===== src/rtl/jtag_byte_transmitter_pkg.sv =====
// -----------------------------------------------------------------------------
// jtag_byte_transmitter_pkg
//
// Purpose:
//   Shared definitions for the JTAG serial transmitter. This package holds:
//     - the transmitter FSM state type;
//     - the IDCODE constant that the TAP shifts out through this block;
//     - a small helper that sizes the bit counter.
//
// Ports:
//   None. This file is a package.
// -----------------------------------------------------------------------------
package jtag_byte_transmitter_pkg;

  // Transmitter FSM states.
  //   ST_IDLE  : waiting for the first enabled edge.
  //   ST_SHIFT : transfer in progress.
  //   ST_DONE  : all bits presented. Stays here until reset.
  typedef enum logic [1:0] {
    ST_IDLE  = 2'd0,
    ST_SHIFT = 2'd1,
    ST_DONE  = 2'd2
  } jbt_state_e;

  // Device identification word, shifted out during Shift-DR under IDCODE.
  localparam logic [31:0] IDCODE = 32'h000F_AF01;

  // Counter width needed to hold the values 0..width inclusive.
  function automatic int jbt_cnt_width(input int width);
    return $clog2(width + 1);
  endfunction

endpackage


===== src/rtl/jtag_byte_transmitter.sv =====
// -----------------------------------------------------------------------------
// jtag_byte_transmitter
//
// Purpose:
//   Serializes a WIDTH-bit word onto a single registered output, LSB first.
//   It advances one bit per rising clock edge while `enable` is high, and
//   raises a sticky `done` flag on the edge that presents the last bit.
//   The TAP controller uses it to drive TDO during Shift-DR while IDCODE is
//   active. To re-arm it, the controller pulses `reset`.
//
// Parameters:
//   WIDTH   number of bits serialized (must be >= 2), default 32
//
// Ports:
//   clk     input         rising-edge clock
//   reset   input         asynchronous, active-high; clears all state
//   enable  input         advance one bit per edge while high; hold when low
//   in      input [W-1:0] word to send; captured on the first enabled edge
//   out     output        registered serial data, LSB first
//   done    output        registered; high once all WIDTH bits were presented
// -----------------------------------------------------------------------------
module jtag_byte_transmitter
  import jtag_byte_transmitter_pkg::*;
#(
  parameter int WIDTH = 32
) (
  input  logic             clk,
  input  logic             reset,
  input  logic             enable,
  input  logic [WIDTH-1:0] in,
  output logic             out,
  output logic             done
);

  localparam int CW = jbt_cnt_width(WIDTH);

  // Counter value reached on the edge that presents in[WIDTH-1].
  localparam logic [CW-1:0] LAST_CNT = CW'(WIDTH);

  jbt_state_e       state;
  logic [WIDTH-1:0] shreg;
  logic [CW-1:0]    cnt;
  logic             out_q;
  logic             done_q;

  // The increment is shared by the counter update and the terminal test.
  logic [CW-1:0]    cnt_inc;
  assign cnt_inc = cnt + 1'b1;

  // Single-process FSM. Every register holds while `enable` is low. The
  // paused bit therefore stays on `out`, and the next enabled edge carries
  // on with the following bit.
  always_ff @(posedge clk or posedge reset) begin
    if (reset) begin
      state  <= ST_IDLE;
      shreg  <= '0;
      cnt    <= '0;
      out_q  <= 1'b0;
      done_q <= 1'b0;
    end else if (enable) begin
      case (state)
        ST_IDLE: begin
          // Capture edge. Bit 0 goes straight to the output, and the
          // remaining bits are parked in the shift register. Later changes
          // on `in` therefore cannot reach this transfer.
          out_q  <= in[0];
          shreg  <= in >> 1;
          cnt    <= CW'(1);
          done_q <= 1'b0;
          state  <= ST_SHIFT;
        end

        ST_SHIFT: begin
          out_q <= shreg[0];
          shreg <= shreg >> 1;
          cnt   <= cnt_inc;
          if (cnt_inc == LAST_CNT) begin
            // This edge puts in[WIDTH-1] on `out`, so `done` rises with it.
            done_q <= 1'b1;
            state  <= ST_DONE;
          end
        end

        ST_DONE: begin
          // Sticky. The last bit stays on `out` and `enable` is ignored
          // until reset.
          done_q <= 1'b1;
        end

        default: begin
          state <= ST_IDLE;
        end
      endcase
    end
  end

  assign out  = out_q;
  assign done = done_q;

`ifdef FORMAL
  // `done` can only fall through reset.
  always @(posedge clk) begin
    if (!reset && $past(!reset) && $past(done_q)) begin
      assert (done_q);
    end
  end

  // The counter never exceeds the word width.
  always @(posedge clk) begin
    assert (cnt <= LAST_CNT);
  end

  // The output is low on the first clock after reset.
  always @(posedge clk) begin
    if ($past(reset)) begin
      assert (!out_q);
    end
  end
`endif

endmodule


===== config.mk =====
export PLATFORM = sky130hd
export DESIGN_NAME = jtag_byte_transmitter
export DESIGN_NICKNAME = d
export VERILOG_FILES = /design/src/rtl/jtag_byte_transmitter_pkg.sv /design/src/rtl/jtag_byte_transmitter.sv
export SDC_FILE = /design/constraint.sdc
export NUM_CORES = 1
export LEC_CHECK = 0
export ABC_AREA = 1
export CORE_UTILIZATION = 50
export CTS_CLUSTER_DIAMETER = 60
export CTS_CLUSTER_SIZE = 16
export DETAILED_ROUTE_END_ITERATION = 10
export MAX_ROUTING_LAYER = met4
export PLACE_DENSITY = 0.85
export SYNTH_ARGS = -nofsm -noshare
export SYNTH_HDL_FRONTEND = slang
export SYNTH_SLANG_ARGS = --single-unit

===== constraint.sdc =====
create_clock -name clk -period 1.85 [get_ports clk]
set_clock_uncertainty 0.05 [all_clocks]
set_input_delay 0.37 -clock clk [delete_from_list [all_inputs] [get_ports clk]]
set_output_delay 0.37 -clock clk [all_outputs]
set_load 0.005 [all_outputs]

==> results.md <==
* Syn nets at ~290
* Max-Cap Viols at 0
* First-pass GRT wire length at a little under 7000 um
* Vias per cell at between 5 and 6
* Slew headroom at approximately 77%
* VDD IR max at a little over 0.8 mV
* Worst path cell trace: inv_1 > ha_1 > nor2_1 > nor2_4 > buf_12 > nor2_1 > a31oi_1
* Asr flop ratio synth at between 90% and 100%
* Die Y at approximately 65 um
* WP data arrival at 1.79 ns
* Worst reg2reg startpoint: state[1]
* Synth unique cells at 20
* Worst path required time at a little under 2 ns
* Total chip power at around 3.8 mW
* Pleak at between 1 and 1.5 nW
* Global routing's busiest layer: met2
* Hold slack at about 0.38 ns
* Status: finished, final reports clean
* Seq/Total Area, Yosys at slightly above 50%
* Flops & latches, synth at 41
* Die Footprint at around 0.0042 mm2
* List of most frequent post-synthesis cells: nand2_1 (82), dfrtp_1 (41), nor2_1 (38)
* Met1 Resource Use GR at between 20% and 30%
* GRT Util Overall at 22.15%
* Critical path's slowest cell: dfrtp_1
* Layout Nets at between 300 and 400
* CP peak stage delay at around 0.40 ns
* Routed WL at 3960 um
* Ports at 37
* Mux cell area share after synthesis at 0%
* Cell with the most instances after synthesis: nand2_1
* Vias in the first global route at between 1,500 and 2,000
* CTS Root Cell: clkbuf_8
* Fin crit share at 89.82%
* Met2 usage at a little over a third
* Cell repeated most along the worst path: nor2_1
* Final Max Tran Viols at 0
* Mapped Area at 0.001984 mm2
* Min-delay worst type: in -> async
* Largest cells by area after synthesis: dfrtp_1 (52%), nand2_1 (16%), a31oi_1 (9.8%)
* Fin util at about two thirds
* Synth Area in Compound Gates at 12.36%
* Setup ws final at between 0.15 and 0.2 ns
* H-tree depth at 2
* Worst Path Max Fanout at 23
* Total CTS buffers at 5
* Pre-CTS setup slack at between 0.1 and 0.15 ns
* DRC at 0
* Clock-pin slew on the worst setup and hold paths at 0.08 ns
* Crit Path Category: reg -> reg
* Syn Area/Cell at between 8 and 9 um2
* Drt first pass iters at 5
* Clock sink count at a little over 40
* Multi-input logic area at between 800 and 900 um2
* Antenna diodes at 0
* Layout fillers at 292
* Synth Instances at between 200 and 250
* Initial Utilization at 53.01%
* Final ANT Viol Nets at 0
* Port-buffer cells at 36
* Worst-Skew Late Latency at around 0.29 ns
* Synth warnings at 0
* WL/cell at between 10 and 15 um
* Overflow left after global routing at 0
* Reg2reg path depth at 7
* Die Wd at 65 um
* Ys flop type: dfrtp_1
* FMAX at approximately 600 MHz
* Post-Synth Simple-Gate Area at a little over a quarter
* RSZ-0062 raised after global routing: no
* Met3 Usage GRT at approximately 6.0%
* Final Hold Fails at 0
* CTS tree: done
* Pwr dens at 1475 mW/mm2
* Cell Count, Final, Fillers Out at 334
* Area of the core at between 0.003 and 0.004 mm2
* Syn-to-layout area delta at 29.51%
* Min Tclk post-route at 1.662 ns
* Synth area leader: dfrtp_1
* Total number of vias at 1,747
* EDFF count, synth at 0
* Number of DRC markers in iteration 0 at 140
* Global placer's final weighted congestion at about 0.80
* Setup tns final at 0 ns
* Placed standard-cell area at 0.002467 mm2
* Fin area at 0.002570 mm2
* Hold buffer count at cts at 0
* CTS Buffer Depth at 2
* Largest family of logic cells by synthesized area: simple AND/OR/NAND/NOR gates
* Initial antenna violation count at 0
* Critical R2R Capture: shreg[4]
* FF+latch area at just over 0.001 mm2
* Post-synthesis xor/xnor area fraction at 0%
* Worst reg-to-reg setup slack at 0.19 ns
* Slew @ Worst Pin at roughly 0.35 ns
* Share of layout cells above drive strength 1 at approximately 8%
* Top Family by Delay on Critical Path: simple AND/OR/NAND/NOR gates
* Post-Synth Adder-Cell Area at 3.783%
* Sum of buffers and inverters on the critical path at 2
* Critical path launch point type: flop
* Pin count of the biggest net entering global routing at 42
* Post-DP HPWL at roughly 2700 um
* # rows at 22
* Top-area cell type share of the netlist area at approximately half
* Final setup fails at 0
* Number of cells after detailed placement at ~320
* Crit. End Element: flop
## final cells by class
type	instances	share of cell area [%]
multi-input combinational	181	33.35
tap	48	2.337
timing repair buffer	47	19.67
sequential	41	39.97
clock inverter	3	0.6816
inverter	9	1.315
clock buffer	5	2.678
## layer usage
metal / part of all wire [%] / vias up / wire [um]
met2: 48 / 47 / 1912
met5: 0 / - / 0
met4: 0.91 / 0 / 36
met1: 46 / 808 / 1804
met3: 5.2 / 5 / 207
li1: - / 887 / -
## layout by cell type (no fill, tap or decap)
master           netlist  routed
o21ai_1                1       1
clkinvlp_4             0       1
buf_4                  0       6
inv_1                  9       9
nor2_4                 1       1
o22ai_1                1       1
and2_1                 1       1
nor2_1                38      38
nand2_2                2       2
dfrtp_2                0       1
dfrtp_1               41      40
nand3_1               10      10
a21oi_1                1       1
ha_1                   6       6
nand4_1                1       1
a31oi_1               31      31
nand2_1               82      82
o21ai_0                4       4
buf_12                 0       5
clkdlybuf4s50_1        0      36
clkbuf_8               0       5
o31ai_1                2       2
clkinv_2               0       2
## flip-flops by register name, summed over array words and instances, names as in the netlist
name and count:
done 1, cnt 6, out 1, shreg 31, state 2
## worst max path at each step
| stage | startpoint | endpoint | slack, ns | cells after the start |
|---|---|---|---|---|
| after floorplan | state[1] | shreg[10] | 0.38 | 6 |
| after global placement | enable | shreg[14] | 0.16 | 6 |
| after detailed placement | enable | shreg[19] | 0.12 | 6 |
| after CTS | cnt[0] | state[0] | 0.16 | 11 |
| after global routing | cnt[0] | state[0] | 0.003 | 11 |
| final | state[1] | shreg[4] | 0.19 | 7 |
## timing repair
action / in CTS / in global routing
setup buffers: 0 / 2
gates resized for setup: 0 / 1
endpoints found under the setup margin: 0 / 3
## cell families (layout without fill, tap and decap cells)
family / count (synthesis) / in the layout
AO/OA/AOI/OAI: 40 / 40
flip-flops: 41 / 41
buffers and inverters: 23 / 64
AND/OR/NAND/NOR: 135 / 135
adder cells (fa/ha/maj): 6 / 6
## power by group
part | switching, mW | internal, mW
clock network | 0.308 | 0.260
registers | 0.250 | 1.31
logic | 0.922 | 0.741
## tightest hold or removal path, stage by stage
cell	delay, ns
clkdlybuf4s50_1	0.39
inv_1	0.09
buf_12	0.24
No activity file was read; power rests on OpenSTA's default activity.
